[src/rtl/mem_arbiter_pkg.sv]
// Shared types and helpers for the two-port memory arbiter.
package mem_arbiter_pkg;

  typedef enum logic [1:0] {
    ST_IDLE   = 2'd0,
    ST_ACCESS = 2'd1,
    ST_RESP   = 2'd2
  } state_t;

  localparam int PORT_FETCH = 0;
  localparam int PORT_DATA  = 1;
  localparam int WAIT_W     = 4;

  // Word aligned and inside the attached memory; plain 32-bit compare, no wrap.
  function automatic logic addr_legal(input logic [31:0] addr, input logic [31:0] mem_bytes);
    return (addr[1:0] == 2'b00) && (addr <= mem_bytes - 32'd4);
  endfunction

endpackage

[src/rtl/mem_arbiter_if.sv]
// Request/ack bus of both pipeline ports plus the memory-side strobes.
interface mem_arbiter_if;
  logic        req0;
  logic [31:0] addr0;
  logic        gnt0;
  logic        ack0;
  logic [31:0] rdata0;
  logic        req1;
  logic        we1;
  logic [31:0] addr1;
  logic [31:0] wdata1;
  logic        gnt1;
  logic        ack1;
  logic [31:0] rdata1;
  logic [1:0]  err;
  logic        mem_read;
  logic        mem_write;
  logic [31:0] mem_addr;
  logic [31:0] mem_wd;
  logic [31:0] mem_rd;

  modport slave (
    input  req0, addr0, req1, we1, addr1, wdata1, mem_rd,
    output gnt0, ack0, rdata0, gnt1, ack1, rdata1, err,
           mem_read, mem_write, mem_addr, mem_wd
  );

  modport master (
    output req0, addr0, req1, we1, addr1, wdata1, mem_rd,
    input  gnt0, ack0, rdata0, gnt1, ack1, rdata1, err,
           mem_read, mem_write, mem_addr, mem_wd
  );
endinterface

[src/rtl/mem_arbiter_rr_arbiter2.sv]
// Two-way round-robin pick; a tie goes to the port that did not win last.
module rr_arbiter2 (
  input  logic       i_clk,
  input  logic       i_rst_n,
  input  logic [1:0] i_req,
  input  logic       i_update,
  output logic       o_valid,
  output logic       o_winner
);

  logic r_last;

  always_comb begin
    o_valid  = |i_req;
    o_winner = 1'b0;
    case (i_req)
      2'b01:   o_winner = 1'b0;
      2'b10:   o_winner = 1'b1;
      2'b11:   o_winner = ~r_last;
      default: o_winner = 1'b0;
    endcase
  end

  // Reset value 1 makes port 0 win the first tie.
  always_ff @(posedge i_clk or negedge i_rst_n) begin
    if (!i_rst_n) begin
      r_last <= 1'b1;
    end else if (i_update && o_valid) begin
      r_last <= o_winner;
    end
  end

endmodule

[src/rtl/mem_arbiter.sv]
// Shares one memory between instruction fetch (port 0) and the MEM stage (port 1)
// with round-robin arbitration, wait states and alignment/range rejection.
module mem_arbiter
  import mem_arbiter_pkg::*;
#(
  parameter int unsigned MEM_BYTES   = 1024,
  parameter int unsigned WAIT_CYCLES = 0
) (
  input  logic          i_clk,
  input  logic          i_rst_n,
  mem_arbiter_if.slave  bus
);

  state_t              r_state, w_state_next;
  logic                r_port, w_port_next;
  logic [31:0]         r_addr, w_addr_next;
  logic                r_we, w_we_next;
  logic [31:0]         r_wdata, w_wdata_next;
  logic                r_err, w_err_next;
  logic [WAIT_W-1:0]   r_cnt, w_cnt_next;
  logic [31:0]         r_rdata0, w_rdata0_next;
  logic [31:0]         r_rdata1, w_rdata1_next;

  logic                w_valid;
  logic                w_winner;
  logic [31:0]         w_sel_addr;
  logic                w_mem_read;
  logic                w_mem_write;
  logic [31:0]         w_mem_addr;
  logic [31:0]         w_mem_wd;
  logic                w_busy;
  logic                w_resp;

  rr_arbiter2 u_rr (
    .i_clk    (i_clk),
    .i_rst_n  (i_rst_n),
    .i_req    ({bus.req1, bus.req0}),
    .i_update (r_state == ST_IDLE),
    .o_valid  (w_valid),
    .o_winner (w_winner)
  );

  assign w_sel_addr = w_winner ? bus.addr1 : bus.addr0;

  always_comb begin
    w_state_next  = r_state;
    w_port_next   = r_port;
    w_addr_next   = r_addr;
    w_we_next     = r_we;
    w_wdata_next  = r_wdata;
    w_err_next    = r_err;
    w_cnt_next    = r_cnt;
    w_rdata0_next = r_rdata0;
    w_rdata1_next = r_rdata1;
    w_mem_read    = 1'b0;
    w_mem_write   = 1'b0;
    w_mem_addr    = 32'd0;
    w_mem_wd      = 32'd0;

    case (r_state)
      ST_IDLE: begin
        if (w_valid) begin
          w_port_next  = w_winner;
          w_addr_next  = w_sel_addr;
          w_we_next    = w_winner & bus.we1;
          w_wdata_next = w_winner ? bus.wdata1 : 32'd0;
          if (!addr_legal(w_sel_addr, 32'(MEM_BYTES))) begin
            w_err_next   = 1'b1;
            w_state_next = ST_RESP;
          end else begin
            w_err_next   = 1'b0;
            w_cnt_next   = WAIT_W'(WAIT_CYCLES);
            w_state_next = ST_ACCESS;
          end
        end
      end

      ST_ACCESS: begin
        w_mem_read = ~r_we;
        w_mem_addr = r_addr;
        w_mem_wd   = r_wdata;
        // The write strobe only appears in the last cycle so the memory sees one write edge.
        if (r_cnt == '0) begin
          w_mem_write = r_we;
          if (!r_we) begin
            if (r_port) w_rdata1_next = bus.mem_rd;
            else        w_rdata0_next = bus.mem_rd;
          end
          w_state_next = ST_RESP;
        end else begin
          w_cnt_next = r_cnt - 1'b1;
        end
      end

      ST_RESP: w_state_next = ST_IDLE;

      default: w_state_next = ST_IDLE;
    endcase
  end

  always_ff @(posedge i_clk or negedge i_rst_n) begin
    if (!i_rst_n) begin
      r_state  <= ST_IDLE;
      r_port   <= 1'b0;
      r_addr   <= 32'd0;
      r_we     <= 1'b0;
      r_wdata  <= 32'd0;
      r_err    <= 1'b0;
      r_cnt    <= '0;
      r_rdata0 <= 32'd0;
      r_rdata1 <= 32'd0;
    end else begin
      r_state  <= w_state_next;
      r_port   <= w_port_next;
      r_addr   <= w_addr_next;
      r_we     <= w_we_next;
      r_wdata  <= w_wdata_next;
      r_err    <= w_err_next;
      r_cnt    <= w_cnt_next;
      r_rdata0 <= w_rdata0_next;
      r_rdata1 <= w_rdata1_next;
    end
  end

  // Grant/ack decode only from registered state, so they drop with reset immediately.
  assign w_busy = (r_state != ST_IDLE);
  assign w_resp = (r_state == ST_RESP);

  assign bus.gnt0      = w_busy & ~r_port;
  assign bus.gnt1      = w_busy &  r_port;
  assign bus.ack0      = w_resp & ~r_port;
  assign bus.ack1      = w_resp &  r_port;
  assign bus.err       = {w_resp & r_port & r_err, w_resp & ~r_port & r_err};
  assign bus.rdata0    = r_rdata0;
  assign bus.rdata1    = r_rdata1;
  assign bus.mem_read  = w_mem_read;
  assign bus.mem_write = w_mem_write;
  assign bus.mem_addr  = w_mem_addr;
  assign bus.mem_wd    = w_mem_wd;

endmodule

[src/flat_wrapper.sv]
// flat-port wrapper written by rule: the top's interface ports become plain ports
module mem_arbiter_flat import mem_arbiter_pkg::*;
#(
  parameter int unsigned MEM_BYTES   = 1024,
  parameter int unsigned WAIT_CYCLES = 0
)
  (i_clk, i_rst_n, bus_req0, bus_addr0, bus_req1, bus_we1, bus_addr1, bus_wdata1, bus_mem_rd, bus_gnt0, bus_ack0, bus_rdata0, bus_gnt1, bus_ack1, bus_rdata1, bus_err, bus_mem_read, bus_mem_write, bus_mem_addr, bus_mem_wd);
  mem_arbiter_if bus_i ();
  input  logic i_clk;
  input  logic i_rst_n;
  input wire logic [$bits(bus_i.req0)-1:0] bus_req0;
  input wire logic [$bits(bus_i.addr0)-1:0] bus_addr0;
  input wire logic [$bits(bus_i.req1)-1:0] bus_req1;
  input wire logic [$bits(bus_i.we1)-1:0] bus_we1;
  input wire logic [$bits(bus_i.addr1)-1:0] bus_addr1;
  input wire logic [$bits(bus_i.wdata1)-1:0] bus_wdata1;
  input wire logic [$bits(bus_i.mem_rd)-1:0] bus_mem_rd;
  output wire logic [$bits(bus_i.gnt0)-1:0] bus_gnt0;
  output wire logic [$bits(bus_i.ack0)-1:0] bus_ack0;
  output wire logic [$bits(bus_i.rdata0)-1:0] bus_rdata0;
  output wire logic [$bits(bus_i.gnt1)-1:0] bus_gnt1;
  output wire logic [$bits(bus_i.ack1)-1:0] bus_ack1;
  output wire logic [$bits(bus_i.rdata1)-1:0] bus_rdata1;
  output wire logic [$bits(bus_i.err)-1:0] bus_err;
  output wire logic [$bits(bus_i.mem_read)-1:0] bus_mem_read;
  output wire logic [$bits(bus_i.mem_write)-1:0] bus_mem_write;
  output wire logic [$bits(bus_i.mem_addr)-1:0] bus_mem_addr;
  output wire logic [$bits(bus_i.mem_wd)-1:0] bus_mem_wd;
  assign bus_i.req0 = bus_req0;
  assign bus_i.addr0 = bus_addr0;
  assign bus_i.req1 = bus_req1;
  assign bus_i.we1 = bus_we1;
  assign bus_i.addr1 = bus_addr1;
  assign bus_i.wdata1 = bus_wdata1;
  assign bus_i.mem_rd = bus_mem_rd;
  assign bus_gnt0 = bus_i.gnt0;
  assign bus_ack0 = bus_i.ack0;
  assign bus_rdata0 = bus_i.rdata0;
  assign bus_gnt1 = bus_i.gnt1;
  assign bus_ack1 = bus_i.ack1;
  assign bus_rdata1 = bus_i.rdata1;
  assign bus_err = bus_i.err;
  assign bus_mem_read = bus_i.mem_read;
  assign bus_mem_write = bus_i.mem_write;
  assign bus_mem_addr = bus_i.mem_addr;
  assign bus_mem_wd = bus_i.mem_wd;
  mem_arbiter #(.MEM_BYTES(MEM_BYTES), .WAIT_CYCLES(WAIT_CYCLES)) u_core (.i_clk(i_clk), .i_rst_n(i_rst_n), .bus(bus_i));
endmodule
[config.mk]
export PLATFORM = sky130hd
export DESIGN_NAME = mem_arbiter_flat
export DESIGN_NICKNAME = d
export VERILOG_FILES = /design/src/rtl/mem_arbiter_pkg.sv /design/src/rtl/mem_arbiter_if.sv /design/src/rtl/mem_arbiter_rr_arbiter2.sv /design/src/rtl/mem_arbiter.sv /design/src/flat_wrapper.sv
export SDC_FILE = /design/constraint.sdc
export NUM_CORES = 1
export LEC_CHECK = 0
export ABC_AREA = 0
export ABC_CLOCK_PERIOD_IN_PS = 1900
export CORE_MARGIN = 4
export CORE_UTILIZATION = 42
export DETAILED_ROUTE_END_ITERATION = 12
export PLACE_DENSITY = 0.81
export SKIP_LAST_GASP = 1
export SYNTH_ARGS = -nofsm -noshare
export SYNTH_HDL_FRONTEND = slang
export SYNTH_SLANG_ARGS = --single-unit
[constraint.sdc]
create_clock -name i_clk -period 1.9 [get_ports i_clk]
set_input_delay 0.38 -clock i_clk [delete_from_list [all_inputs] [get_ports i_clk]]
set_output_delay 0.38 -clock i_clk [all_outputs]
set_load 0.02 [all_outputs]
==> summary.md, run 1 <==
| Metric | Value |
|---|---|
| Synth area leader | `dfrtp_1` |
| Status | `complete, but fails checks` |
| Initial antenna violation count | `0` |
| Starting density of the core | `43.3%` |
| # Max-Cap Violations | `0` |
| Clock sinks | `138` |
| Critical path launch point type | `register` |
| Congestion Overflow GR | `0` |
| Most frequent cells in the layout | `clkdlybuf4s50_1 (195), dfrtp_1 (136), buf_4 (68)` |
| IO buf count | `268` |
| Die W | `128 µm` |
| Synth async-reset ratio | `100%` |
| Drt pass-1 iters | `4` |
| CTS clk-pin slew, worst paths | `60 ps` |
| WL met3 | `1.60 mm` |
| Final WL | `19.9 mm` |
| Netlist cell types | `40` |
| Inserted Clock Buffers | `17` |
| Die Area | `16500 µm²` |
| Highest metal used | `met4` |
| Net Sw Power | `1.99 mW` |
| Worst Path Required | `1520 ps` |
| Fin Clk Skew | `11.7 ps` |
| RSZ-0062 raised after global routing | `true` |
| Vias | `5185` |
| Metal2 WL | `10.2 mm` |
| Final HPWL DP | `13.7 mm` |
| Via density | `5.15` |
| Clock latency on the worst-skew pair | `420 ps` |
| Drc violations | `0` |
| Pleak | `4.75 nW` |
| Period utilization | `107%` |
| H-tree depth | `4` |
| Failing checks | `negative setup slack` |
| Fillcell total | `944` |
| Internal | `6.01 mW` |
| TritonCTS clock tree | `yes` |
| Syn Nets | `631` |
| Tightest Hold Check Type | `in2async` |
| Number of synthesized flops with an enable pin | `0` |
| Largest net degree at the start of global routing | `46` |
| Worst hold margin | `469 ps` |
| Sequential fraction of design power | `42.7%` |
| Share of post-route cells with drive strength above 1 | `31.5%` |
| R2R Path Start | `u_core.r_cnt[1]` |
| # diodes | `0` |
| R2R cell count | `9` |
| Finish-stage setup viols | `54` |
| R2R Setup Slk | `-70 ps` |
| Rows | `43` |
| Sw frac | `24.9%` |
| Synthesis-stage register bit count | `138` |
| First-pass GRT wire length | `28.9 mm` |
| CP arrival | `1650 ps` |
| GRT Util Overall | `22.4%` |
| Final hold vios | `0` |
| Synthesized area | `6080 µm²` |
| WL met1 | `7.67 mm` |
| Max-slew headroom | `68.6%` |
| Synth area leaders | `dfrtp_1 (56%), mux2_2 (9.8%), and2_1 (6.7%)` |
| Final #Nets | `947` |
| Critical R2R Capture | `u_core.bus.rdata0[21]` |
| Sum Neg Setup Slack | `-3390 ps` |
| Core area | `14000 µm²` |
| Slew Limit Fails | `0` |
| Mean post-synth cell area | `12.2 µm²` |
| Syn Inst Count | `497` |
| Layout area overhead | `67.6%` |
| # IOs | `269` |
| Power Dens Cells | `785 nW/µm²` |
| Min Tclk post-route | `2030 ps` |
| CP max FO | `2` |
| Routed len/inst | `19.7 µm` |
| Slack of the critical path | `-128 ps` |
| Initial DRC Count | `266` |
| Peak Freq | `493 MHz` |
| GPL Wtd Cong | `0.858` |
| Setup CP Type | `reg2out` |
| Worst Setup End Kind | `primary output` |
| Slew @ Worst Pin | `467 ps` |
| Yosys warns | `0` |
| Most common cell after layout, fill and taps aside | `clkdlybuf4s50_1` |
| Clock power share | `43.0%` |
| Vias in the first global route | `5618` |
| Routed Antenna Nets | `0` |
| Die height | `128 µm` |
| Root Driver | `clkbuf_16` |
| Maximum vdd drop | `0.000520 V` |
| Primary FF master, synth | `dfrtp_1` |
| Clock Tree Buf Depth | `2` |
| Post-synth top area share | `56.4%` |
| Comb power frac | `14.3%` |
| Sequential area share after synthesis | `56.9%` |
==> final cells by class <==
| class | count | area (µm²) | share of cell area [%] |
|---|---|---|---|
| flip-flops and latches | 138 | 3460 | 33.9 |
| repair buffers | 328 | 3260 | 32.0 |
| multi-input cells | 325 | 2610 | 25.7 |
| clock inverters | 12 | 163 | 1.60 |
| inverters | 3 | 11.3 | 0.111 |
| well taps | 180 | 225 | 2.21 |
| clock buffers | 20 | 457 | 4.49 |
==> cell usage after synthesis, drive strengths merged, types with 9 or more instances <==
library cell	instances
dfrtp	137
and2	65
mux2	64
nand2	46
o21ai	36
a22o	34
mux2i	32
buf	19
clkbuf	12
nor4	12
nor2	9
==> per-layer routing <==
layer,GRT usage [%],vias up
li1,-,2382
met1,26.7,2519
met2,38.4,252
met3,6.88,32
met4,7.80,0
met5,0,-
==> registers in the layout (all words and copies together) (netlist names) <==
name                cells
u_core.bus.rdata1      32
u_core.r_we             1
u_core.r_wdata         32
u_core.u_rr.r_last      1
u_core.r_cnt            4
u_core.r_port           1
u_core.r_addr          32
u_core.r_err            1
u_core.bus.rdata0      32
u_core.r_state          2
==> metrics by stage <==
step | area [µm²] | worst slack [ps] | utilization [%] | cells | power [mW]
floorplan | 6080 | 132 | - | 497 | 3.88
global placement | 9210 | -311 | 65.6 | 954 | 4.54
detailed placement | 9210 | -382 | 65.6 | 954 | 4.59
CTS | 9680 | -197 | 69.0 | 994 | 8.03
global route | 10200 | -205 | 72.5 | 1006 | 8.33
finish | 10200 | -128 | 72.5 | 1006 | 8.00
==> worst max-delay path, cell delays in order (launching register included) <==
cell	delay (ps)
dfrtp_1	390
inv_2	90
ha_4	130
nor3b_4	200
buf_6	120
and3_4	180
buf_6	120
==> cell families (layout without fill, tap and decap cells) <==
group	Yosys count	in the layout	share of synthesized area (%)
muxes	96	96	17.1
and+or+nand+nor	152	152	13.9
AOI/OAI and AO/OA	76	76	8.69
buffers and inverters	34	363	3.21
DFF	138	138	56.9
adders and majority gates	1	1	0.206
==> power groups by stage <==
stage / Combinational, mW / Clock, mW / Sequential, mW
4_1_cts: 1.14 / 3.49 / 3.40
5_1_grt: 1.24 / 3.64 / 3.45
6_report: 1.14 / 3.44 / 3.41
2_1_floorplan: 0.458 / 0 / 3.42
3_5_place_dp: 1.15 / 0 / 3.44
3_3_place_gp: 1.11 / 0 / 3.43
==> worst max-delay path by stage <==
| stage | start | slack, ps | depth (start not counted) | endpoint |
|---|---|---|---|---|
| 6_report | u_core.r_cnt[1] | -130 | 6 | bus_mem_write |
| 5_1_grt | u_core.r_cnt[1] | -210 | 6 | bus_mem_write |
| 4_1_cts | u_core.r_state[1] | -200 | 5 | bus_mem_addr[30] |
| 3_5_place_dp | bus_addr0[17] | -380 | 6 | u_core.r_cnt[2] |
| 3_3_place_gp | bus_addr0[14] | -310 | 6 | u_core.r_cnt[2] |
| 2_1_floorplan | u_core.r_cnt[0] | 130 | 7 | u_core.bus.rdata0[3] |
==> repair_timing <==
action / 4_1_cts / 5_1_grt
endpoints found under the hold margin: 41 / 0
resized for setup: 295 / 117
endpoints found under the setup margin: 72 / 140
buffers inserted: 6 / 6
hold buffers: 1 / 0
cloned: 1 / 7
pin swaps: 1 / 19
No activity file was read; power rests on OpenSTA's default activity.
==> run 2: changes to the inputs <==
==> constraint.sdc (replaced) <==
create_clock -name i_clk -period 1.9 [get_ports i_clk]
set_input_delay 0.475 -clock i_clk [delete_from_list [all_inputs] [get_ports i_clk]]
set_output_delay 0.475 -clock i_clk [all_outputs]
set_load 0.02 [all_outputs]
==> run 2 against run 1 <==
Net effect:
- the run still ends with negative setup slack left
- via count increased by 1.5%
- flip-flop and latch count unchanged
- sequential share of layout area decreased by 0.65 points
- critical path depth decreased by 1
- highest routed layer unchanged
==> summary.md, run 2 (synthesis gave the netlist of run 1 again) <==
| Metric | Value |
|---|---|
| WP buf/inv | `3` |
| Drt pass-1 iters | `4` |
| Most common cell after layout, fill and taps aside | `clkdlybuf4s50_1` |
| Clock latency on the worst-skew pair | `410 ps` |
| Net Sw Power | `1.99 mW` |
| Root Driver | `clkbuf_16` |
| Period utilization | `113%` |
| Power Dens Cells | `754 nW/µm²` |
| Worst hold margin | `464 ps` |
| Critical-path top delay cell | `dfrtp_1` |
| # IOs | `269` |
| Worst Path Required | `1420 ps` |
| Via density | `5.20` |
| Most used routing layer | `met2` |
| Drc violations | `0` |
| # Max-Cap Violations | `0` |
| Hold path cells | `3` |
| Comb power frac | `15.4%` |
| GRT Util Overall | `21.8%` |
| Initial antenna violation count | `0` |
| Final #Nets | `954` |
| Routed Antenna Nets | `0` |
| Rows | `43` |
| CTS clk-pin slew, worst paths | `60 ps` |
| Final hold vios | `0` |
| Crit-path cells | `and2b_4 -> buf_6 -> buf_12 -> and2_1 -> buf_6` |
| Slew Limit Fails | `0` |
| Fin area | `10400 µm²` |
| Die height | `128 µm` |
| TritonCTS clock tree | `yes` |
| Clock Tree Buf Depth | `2` |
| GPL Wtd Cong | `0.850` |
| Critical path launch point type | `register` |
| Routed len/inst | `19.8 µm` |
| Setup CP Type | `reg2out` |
| Largest net degree at the start of global routing | `48` |
| Initial DRC Count | `246` |
| Internal | `5.83 mW` |
| Slack of the critical path | `-246 ps` |
| Finish-stage setup viols | `101` |
| Peak Freq | `466 MHz` |
| Pleak | `5.05 nW` |
| Failing checks | `negative setup slack` |
| WHS Endpoint | `u_core.r_addr[27]` |
| CP max FO | `11` |
| Starting density of the core | `43.3%` |
| R2R Path Start | `u_core.r_cnt[1]` |
| GR Util met3 | `6.29%` |
| Vias | `5265` |
| Die Area | `16500 µm²` |
| Met1 usage | `26.5%` |
| IO buf count | `268` |
| M2 GR Usage | `36.9%` |
| Clock power share | `41.1%` |
| R2R cell count | `9` |
| Critical R2R Capture | `u_core.bus.rdata0[9]` |
| Layout area overhead | `70.8%` |
| Worst Setup End Kind | `primary output` |
| Final core occ | `73.9%` |
| Cell family with most CP delay | `simple AND/OR/NAND/NOR gates` |
| Sequential fraction of design power | `43.5%` |
| Placed cell area | `9280 µm²` |
| Maximum vdd drop | `0.000556 V` |
| Most frequent cells in the layout | `clkdlybuf4s50_1 (178), dfrtp_1 (137), buf_4 (72)` |
| Final WL | `20.1 mm` |
| Most used cell, CP | `buf_6` |
| CP arrival | `1670 ps` |
| Max-slew headroom | `69.1%` |
| Clock sinks | `138` |
| Die W | `128 µm` |
| Congestion Overflow GR | `0` |
| Min Tclk post-route | `2150 ps` |
| # diodes | `0` |
| Share of post-route cells with drive strength above 1 | `32.9%` |
| Final HPWL DP | `13.5 mm` |
| RSZ-0062 raised after global routing | `true` |
| Core area | `14000 µm²` |
| Vias in the first global route | `5559` |
| R2R Setup Slk | `-90 ps` |
| Inserted Clock Buffers | `17` |
| H-tree depth | `4` |
| First-pass GRT wire length | `28.2 mm` |
| Highest cell delay on the worst timing path | `380 ps` |
| Sw frac | `25.4%` |
| Hold path startpoint | `bus_addr1[27]` |
| Status | `complete, but fails checks` |
| Tightest Hold Check Type | `in2reg` |
| Fin Clk Skew | `8.21 ps` |
| Slew @ Worst Pin | `464 ps` |
==> run 2: worst reg2reg max path: cells and delay by family, from the launching register on <==
kind                       cells  cell delay (ps)
muxes                          1              310
DFF                            1              380
adders and majority gates      1              180
buffers and inverters          4              550
and+or+nand+nor                3              460
==> run 2: cell type report <==
type,count,area [µm²]
clock inverter,14,150
tap,180,225
fill,903,3660
multi-input combinational,325,2720
inverter,3,11.3
clock buffer,18,429
sequential,138,3450
timing repair buffer,335,3390
==> run 2: repair_timing <==
action / CTS / global route
hold buffers: 1 / 0
endpoints found under the setup margin: 74 / 155
setup buffers: 9 / 7
pin swaps: 1 / 14
endpoints found under the hold margin: 2 / 0
gates cloned: 2 / 7
gates resized for setup: 297 / 165
==> run 2: worst max-delay path by stage <==
stage	start	end	slack, ps	depth (start not counted)
CTS	u_core.r_state[0]	bus_mem_addr[22]	-300	6
global route	u_core.r_state[1]	bus_mem_addr[15]	-330	5
global placement	bus_addr1[27]	u_core.r_cnt[2]	-510	7
detailed placement	bus_addr1[1]	u_core.r_cnt[2]	-520	7
finish	u_core.r_state[1]	bus_mem_addr[15]	-250	5
floorplan	u_core.r_state[1]	bus_mem_addr[22]	110	4
==> run 2: routing by layer <==
metal	vias up	share of wire (%)
li1	2396	-
met1	2589	40
met2	246	50
met3	34	7.7
met4	0	2.2
met5	-	0
==> run 2: metrics by stage <==
stage          cells  total power, mW  setup TNS [ps]  setup slack [ps]
3_5_place_dp     958             4.61          -15750              -516
5_1_grt         1013             8.14          -22470              -325
6_report        1013             7.82          -13210              -246
2_1_floorplan    497             3.88               0               111
4_1_cts         1002             7.81          -15360              -298
3_3_place_gp     958             4.56          -13660              -511
==> run 2: power by group through the flow <==
stage	Combinational, mW	Clock [mW]	Sequential, mW
after floorplan	0.458	0	3.42
after global placement	1.14	0	3.42
after detailed placement	1.18	0	3.43
after CTS	1.17	3.25	3.39
after global routing	1.30	3.40	3.44
final	1.21	3.21	3.40
==> run 3: changes to the inputs <==
--- a/config.mk
+++ b/config.mk
@@ -6,7 +6,7 @@
 export NUM_CORES = 1
 export LEC_CHECK = 0
 export ABC_AREA = 0
-export ABC_CLOCK_PERIOD_IN_PS = 1900
+export ABC_CLOCK_PERIOD_IN_PS = 2100
 export CORE_MARGIN = 4
 export CORE_UTILIZATION = 42
 export DETAILED_ROUTE_END_ITERATION = 12
==> constraint.sdc (replaced) <==
create_clock -name i_clk -period 2.1 [get_ports i_clk]
set_input_delay 0.525 -clock i_clk [delete_from_list [all_inputs] [get_ports i_clk]]
set_output_delay 0.525 -clock i_clk [all_outputs]
set_load 0.02 [all_outputs]
==> run 3 against run 2 <==
Net effect:
- the flow still finishes with violations (negative setup slack)
- global-route usage up 0.065 points
- power down 10%
- clock skew down 1.5 ps
- worst setup slack better by 120 ps
- cell count down 2.2%
- core utilization down 4.3 points
- via count down 3.3%
- non-clock buffer count down 22
- first-iteration DRC count down 9.8%
- worst hold slack better by 6.6 ps
- clock-buffer cell count up 1
- die area unchanged
- critical path type unchanged
- critical endpoint is now bus_mem_wd[3]
==> summary.md, run 3 (synthesis gave the netlist of run 1 again) <==
| Metric | Value |
|---|---|
| Status | `complete, but fails checks` |
| Failing checks | `negative setup slack` |
| Drc violations | `0` |
| Post-Place Cells | `949` |
| Congestion Overflow GR | `0` |
| Final #Nets | `932` |
| Peak Freq | `449 MHz` |
| CP max FO | `23` |
| Placed cell area | `9160 µm²` |
| Clock power share | `41.9%` |
| Worst Path Required | `1570 ps` |
| Tightest Hold Check Type | `reg2reg` |
| Min Tclk post-route | `2230 ps` |
| CTS clk-pin slew, worst paths | `60 ps` |
| Post-route insts no fill | `991` |
| Vias in the first global route | `5437` |
| Clock Tree Buf Depth | `2` |
| Final hold vios | `0` |
| Routed len/inst | `18.6 µm` |
| First-pass GRT wire length | `28.1 mm` |
| Critical path launch point type | `register` |
| # diodes | `0` |
| Multi-input logic area | `2480 µm²` |
| Period utilization | `106%` |
| Slew Limit Fails | `0` |
| Die Area | `16500 µm²` |
| Final WL | `18.4 mm` |
| TritonCTS clock tree | `yes` |
| # Max-Cap Violations | `0` |
| Pleak | `4.50 nW` |
| Inserted Clock Buffers | `17` |
| # IOs | `269` |
| Final HPWL DP | `13.3 mm` |
| Maximum vdd drop | `0.000537 V` |
| Worst Setup End Kind | `primary output` |
| H-tree depth | `4` |
| Fin Clk Skew | `6.73 ps` |
| Power Dens Cells | `719 nW/µm²` |
| Largest net degree at the start of global routing | `73` |
| Drt pass-1 iters | `4` |
| Worst hold margin | `470 ps` |
| Finish-stage setup viols | `56` |
| Max-slew headroom | `72.2%` |
| Starting density of the core | `43.3%` |
| Setup CP Type | `reg2out` |
| Final core occ | `69.6%` |
| Fillcell total | `995` |
| Clock sinks | `138` |
| Sw frac | `25.1%` |
| Most frequent cells in the layout | `clkdlybuf4s50_1 (195), dfrtp_1 (136), and2_1 (61)` |
| IO buf count | `268` |
| Sequential fraction of design power | `43.8%` |
| Rows | `43` |
| GPL Wtd Cong | `0.879` |
| Initial antenna violation count | `0` |
| Seq. cell area | `3460 µm²` |
| Fin area | `9770 µm²` |
| Clock latency on the worst-skew pair | `420 ps` |
| Slew @ Worst Pin | `413 ps` |
| Most common cell after layout, fill and taps aside | `clkdlybuf4s50_1` |
| CP arrival | `1700 ps` |
| Layout area overhead | `60.9%` |
| Setup WS pre-CTS | `-437 ps` |
| Comb power frac | `14.4%` |
| GRT Util Overall | `21.9%` |
| Core area | `14000 µm²` |
| Initial DRC Count | `222` |
| Internal | `5.26 mW` |
| Root Driver | `clkbuf_16` |
| Share of post-route cells with drive strength above 1 | `27.1%` |
| RSZ-0062 raised after global routing | `true` |
| Routed Antenna Nets | `0` |
| Slack of the critical path | `-126 ps` |
| Vias | `5089` |
| Die W | `128 µm` |
| Via density | `5.14` |
| Net Sw Power | `1.76 mW` |
| Die height | `128 µm` |
[run 3: worst max-delay path, stage by stage (launching register included)]
cell and delay [ps]:
dfrtp_1 380, and2b_4 320, buf_12 170, and2_1 150, clkdlybuf4s15_2 260
[run 3: layout make-up]
type | count | area share, %
timing repair buffer | 313 | 30.9
clock buffer | 19 | 4.53
tap | 180 | 2.30
sequential | 138 | 35.4
inverter | 3 | 0.115
multi-input combinational | 325 | 25.4
clock inverter | 13 | 1.45
[run 3: repair_timing]
| item | in CTS | in global routing |
|---|---|---|
| setup endpoints to repair | 73 | 71 |
| cloned | 0 | 3 |
| pin swaps | 2 | 0 |
| gates resized for setup | 230 | 59 |
| hold buffers | 1 | 0 |
| endpoints found under the hold margin | 27 | 0 |
| buffers inserted | 4 | 2 |
[run 3: path summary, 6_finish.rpt]
path                                        start                     to  slack [ps]  cells after the start
worst max-delay path            u_core.r_state[1]          bus_mem_wd[3]        -130                      4
worst min-delay path             u_core.r_addr[9]       u_core.r_addr[9]         470                      2
worst max register to register    u_core.r_cnt[1]  u_core.bus.rdata0[24]         120                      8
worst min register to register   u_core.r_addr[9]       u_core.r_addr[9]         470                      2
max in group asynchronous                 i_rst_n   u_core.bus.rdata0[7]         850                      3
min in group asynchronous                 i_rst_n   u_core.bus.rdata1[2]         570                      2
[run 3: metal layers]
metal	GRT usage, %	vias up	share of wire, %	routed length, µm
met5	0	-	0	0
met4	7.68	0	2.3	421
met3	6.46	39	8.4	1540
met2	37.1	247	50	9130
met1	26.6	2455	40	7320
li1	-	2348	-	-
[run 3: power by group through the flow]
| stage | clock, mW | sequential [mW] | combinational, mW |
|---|---|---|---|
| floorplan | 0 | 3.10 | 0.415 |
| global placement | 0 | 3.10 | 0.990 |
| detailed placement | 0 | 3.11 | 1.02 |
| CTS | 3.00 | 3.07 | 1.02 |
| global route | 3.14 | 3.10 | 1.10 |
| finish | 2.94 | 3.07 | 1.01 |
[run 3: metrics by stage]
| step | total power [mW] | TNS, ps |
|---|---|---|
| after floorplan | 3.51 | 0 |
| final | 7.02 | -4760 |
| after global placement | 4.09 | -1980 |
| after CTS | 7.09 | -6650 |
| after global routing | 7.34 | -9110 |
| after detailed placement | 4.13 | -2850 |
==> variant 1, RTL diff (config.mk and constraints of run 3) <==
Take the reset off `r_addr`, `r_wdata`, `r_rdata0` and `r_rdata1` and load them in a clocked block of their own.
--- a/src/rtl/mem_arbiter.sv
+++ b/src/rtl/mem_arbiter.sv
@@ -102,24 +102,23 @@
     if (!i_rst_n) begin
       r_state  <= ST_IDLE;
       r_port   <= 1'b0;
-      r_addr   <= 32'd0;
       r_we     <= 1'b0;
-      r_wdata  <= 32'd0;
       r_err    <= 1'b0;
       r_cnt    <= '0;
-      r_rdata0 <= 32'd0;
-      r_rdata1 <= 32'd0;
     end else begin
       r_state  <= w_state_next;
       r_port   <= w_port_next;
-      r_addr   <= w_addr_next;
       r_we     <= w_we_next;
-      r_wdata  <= w_wdata_next;
       r_err    <= w_err_next;
       r_cnt    <= w_cnt_next;
-      r_rdata0 <= w_rdata0_next;
-      r_rdata1 <= w_rdata1_next;
     end
+  end
+
+  always_ff @(posedge i_clk) begin
+    r_addr   <= w_addr_next;
+    r_wdata  <= w_wdata_next;
+    r_rdata0 <= w_rdata0_next;
+    r_rdata1 <= w_rdata1_next;
   end
 
   // Grant/ack decode only from registered state, so they drop with reset immediately.
Formal check against the unedited RTL: differs if i_rst_n is asserted again (counterexample within 4 cycles, from zero or initial values and one cycle with i_rst_n low); with i_rst_n held inactive, the same outputs for 4 cycles.
==> variant 1 against run 3 <==
  * The flow still finishes with violations (negative setup slack)
  * Final cell count decreased by 14%
  * Final area decreased by 0.82%
  * Routed wire length decreased by 11%
  * Synthesized area decreased by 8.3%
  * Worst setup slack improved by 23 ps
  * Synthesized cell count decreased by 31%
  * Sequential cell count unchanged
  * Global-route usage decreased by 1.4 points
  * First-iteration DRC count decreased by 2.3%
  * Clock skew decreased by 1.7 ps
  * Die area decreased by 7.8%
  * Critical path type unchanged
  * Largest cell class unchanged
  * Highest routed layer unchanged
Power is not compared: it rests on default switching activity, and its combinational part moved more than twofold at a synthesized area within 25%.
==> variant 1: results (changes against run 3) <==
Multi-In Gates - 186 (-43%)
Syn Area/Cell - 16.3 um2 (+33%)
Tightest Pin Transition - 482 ps (+69.3 ps)
GR Util All Layers - 0.205 (-0.0135)
Worst hold path type - in2async
Post-detail-place hpwl - 12100 um (-9.2%)
Non-clock inverter count in the final layout - 4 (+1)
Top_reg_cell synth - edfxtp_1
Sequential fraction of the synthesis area - 0.735 (+0.167)
Clkbuf count - 17 (-2)
Crit path DAT - 1680 ps (-20 ps)
Largest net degree at the start of global routing - 33 (-55%)
Status - complete, but fails checks
Initial DRC Count - 217 (-2.3%)
CP Max Fanout - 9 (-61%)
Setup WS pre-CTS - -189 ps (+248 ps)
Placer congestion estimate - 0.787 (-10%)
Fin worst setup slack - -103 ps (+23.5 ps)
# fillers - 800 (-20%)
DR WL/cell - 19.2 um (+3.5%)
Top post-synthesis cells by count - edfxtp_1, and2_1, mux2_2
Worst Reg-to-Reg Cells - 7 (-1)
Worst R2R Start - u_core.r_cnt[0]
DP Area - 8750 um2 (-4.5%)
EDFF count, synth - 128 (+128)
Fin nets - 799 (-14%)
Sequential Area - 4100 um2 (+19%)
Vias in the first global route - 4385 (-19%)
Area of the multi-input gates - 1540 um2 (-38%)
Layout cells sized above 1 - 0.354 (+0.0827)
Worst Skew - 4.99 ps (-1.75 ps)
R2r endpoint - u_core.bus.rdata1[14]
R2r setup slk - 190 ps (+70 ps)
Global-route wire length before repair - 23200 um (-18%)
Post-synthesis async set-or-reset flop share - 0.0725 (-0.928)
Failing checks - negative setup slack
TNS Setup - -3680 ps (+1080 ps)
Syn Nets - 476 (-25%)
Setup violators final - 52 (-7.1%)
Final clock-cell share - 0.0559 (-0.00389)
Fin Hold WS - 448 ps (-22.4 ps)
## variant 1: cell types whose count changed in the layout (fill, tap and decap cells not counted), moves of 11 or more
cell                    run 3  this run
mux2i_1                    32         1
buf_2                      26         3
dfrtp_1                   136         9
clkdlybuf4s15_2            24         1
and2_4                      4        44
buf_6                       9        56
mux2_2                     53        32
o21ai_0                    35         3
edfxtp_1                    0       128
mux2_1                     11         0
a22o_1                     34         1
nand2_1                    44         1
## variant 1: per-layer routing
metal  part of all wire  vias up  global-route usage
li1                   -     1916                   -
met1               0.35     1966               0.221
met2               0.52      236               0.366
met3               0.11       25              0.0787
met4              0.018        0              0.0761
met5                  0        -                   0
## variant 1: what timing repair did
action | in CTS | in global routing
pin swaps | 2 | 40
endpoints found under the setup margin | 72 | 68
cloned | 0 | 4
gates resized for setup | 268 | 179
setup buffers | 5 | 9
## variant 1: cells by family after synthesis
family	after synthesis	share of synthesized area
flip-flops	138	0.735
adder cells (fa/ha/maj)	1	0.00225
multiplexers	33	0.0665
buffers and inverters	18	0.0177
AND/OR/NAND/NOR	133	0.152
AO/OA/AOI/OAI	19	0.0265
## variant 1: how the worst max path moves through the flow
stage / cells past startpoint / slack, ps / start / endpoint
after global routing: 5 / -150 / u_core.r_state[1] / bus_mem_addr[2]
after global placement: 6 / -180 / bus_addr0[17] / u_core.r_state[1]
after CTS: 4 / -220 / u_core.r_state[1] / bus_mem_wd[8]
after floorplan: 5 / -180 / u_core.r_cnt[1] / u_core.bus.rdata1[0]
final: 5 / -100 / u_core.r_state[1] / bus_mem_addr[31]
after detailed placement: 6 / -190 / bus_addr0[17] / u_core.r_state[1]
## variant 1: critical path, delay by kind of cell (launching register included)
kind | cells | cell delay [ps]
flops | 1 | 390
buf+inv | 3 | 440
simple gates | 2 | 450
==> variant 2, RTL diff (settings of run 3) <==
Made on the original files. Change the package constant `WAIT_W` from 4 to 3.
--- a/src/rtl/mem_arbiter_pkg.sv
+++ b/src/rtl/mem_arbiter_pkg.sv
@@ -9,7 +9,7 @@
 
   localparam int PORT_FETCH = 0;
   localparam int PORT_DATA  = 1;
-  localparam int WAIT_W     = 4;
+  localparam int WAIT_W     = 3;
 
   // Word aligned and inside the attached memory; plain 32-bit compare, no wrap.
   function automatic logic addr_legal(input logic [31:0] addr, input logic [31:0] mem_bytes);
Check against the original RTL: same outputs for any inputs over 4 cycles, from zero or initial values and one cycle with i_rst_n low; that may be too few to reach the edited logic, so the function may still have changed.
==> variant 2 against run 3 <==
  * The flow still finishes with violations (negative setup slack)
  * Sequential cell count decreased by 1
  * Worst setup slack improved by 120 ps
  * Hold slack got worse by 430 ps
  * Via count decreased by 4.2%
  * Sequential power about the same
  * Final area decreased by 3.7%
  * Synthesized cell count decreased by 1.6%
  * Total power increased by 1.5%
  * Synthesized area decreased by 0.66%
  * Routed wire length decreased by 8.4%
  * Critical path depth unchanged
  * Critical endpoint is now bus_mem_wd[5]
==> variant 2: results (changes against run 3) <==
Clk_lat worst skew - 400 ps (-20 ps)
Crit path DAT - 1590 ps (-110 ps)
Layout cells sized above 1 - 0.254 (-0.0171)
Syn Nets - 624 (-1.1%)
Post-detail-place hpwl - 12600 um (-5.1%)
R2r setup slk - 230 ps (+110 ps)
R2r endpoint - u_core.bus.rdata0[8]
Largest net degree at the start of global routing - 60 (-18%)
Placer congestion estimate - 0.893 (+1.7%)
Sequential fraction of the synthesis area - 0.568 (about the same)
Setup bufs post-CTS - 0 (-4)
Status - complete, but fails checks
Distinct cells, synth - 37 (-7.5%)
CP Max Fanout - 28 (+22%)
Worst Reg-to-Reg Cells - 7 (-1)
Ant diodes - 0 (unchanged)
Fin worst setup slack - -10.8 ps (+116 ps)
GR Util All Layers - 0.206 (-0.0126)
Metal3 WL - 1260 um (-18%)
Routed met1 length - 6550 um (-10%)
Setup WS pre-CTS - -130 ps (+307 ps)
Setup violators final - 4 (-93%)
Max IR drop VDD - 0.000522 V (-2.9%)
Tightest Pin Transition - 437 ps (+24.8 ps)
Failing checks - negative setup slack
LEAKAGE - 4.41 nW (-1.9%)
Met2 wire len - 8650 um (-5.2%)
DP Area - 9050 um2 (-1.2%)
DR vias - 4873 (-4.2%)
Top_reg_cell synth - dfrtp_1
Total wire length - 16900 um (-8.4%)
Global-route wire length before repair - 26800 um (-4.8%)
Fin nets - 901 (-3.3%)
Initial DRC Count - 198 (-11%)
Vias in the first global route - 5251 (-3.4%)
Worst Skew - 8.65 ps (+1.92 ps)
-- variant 2: routing by layer --
layer,GRT usage,vias to the layer above
met1,0.242,2360
met3,0.0563,34
met2,0.364,211
li1,-,2268
met4,0.0718,0
met5,0,-
-- variant 2: cell type report --
class	count	area, um2	share of cell area
Sequential cell	137	3430	0.365
Clock inverter	13	168	0.0178
Multi-Input combinational cell	313	2430	0.258
Timing Repair Buffer	291	2690	0.286
Clock buffer	19	443	0.0471
Tap cell	180	225	0.0239
Inverter	6	22.5	0.00239
-- variant 2: logic make-up after synthesis --
kind of cell | after synthesis | synth area share
AO/OA/AOI/OAI | 78 | 0.0896
adder cells (fa/ha/maj) | 2 | 0.00415
buffers and inverters | 39 | 0.0357
flip-flops | 137 | 0.568
multiplexers | 96 | 0.173
AND/OR/NAND/NOR | 137 | 0.129
-- variant 2: what timing repair did --
item                                    4_1_cts  5_1_grt
gates resized for setup                     271       39
endpoints found under the setup margin       72       72
cloned                                        0        1
-- variant 2: through the flow --
stage	hold slack, ps	instances	power (W)	setup TNS (ps)
after floorplan	229	489	0.00353	0
after global placement	458	926	0.00407	-224
after detailed placement	463	926	0.00413	-493
after CTS	46.1	958	0.00721	-937
after global routing	62.9	959	0.00743	-3510
final	44.3	959	0.00713	-22.6
-- variant 2: critical path, stage by stage (launching register included) --
cell and delay, ps:
dfrtp_1 370, and2b_4 310, buf_12 170, and2_1 160, buf_2 170
-- variant 2: report_power, final --
group	switching, W	internal [W]
sequential	0.000158	0.00291
clock	0.00116	0.00191
combinational	0.000444	0.000544
total	0.00176	0.00537
-- variant 2: worst max path at each step --
stage	start	slack, ps	cells after the start	to
after CTS	u_core.r_state[1]	-130	4	bus_mem_wd[19]
after floorplan	u_core.r_state[1]	280	4	bus_mem_addr[12]
final	u_core.r_state[1]	-10	4	bus_mem_wd[5]
after detailed placement	bus_addr0[1]	-130	5	u_core.r_cnt[0]
after global routing	u_core.r_state[1]	-100	4	bus_mem_wd[15]
after global placement	bus_addr0[31]	-70	5	u_core.r_cnt[2]
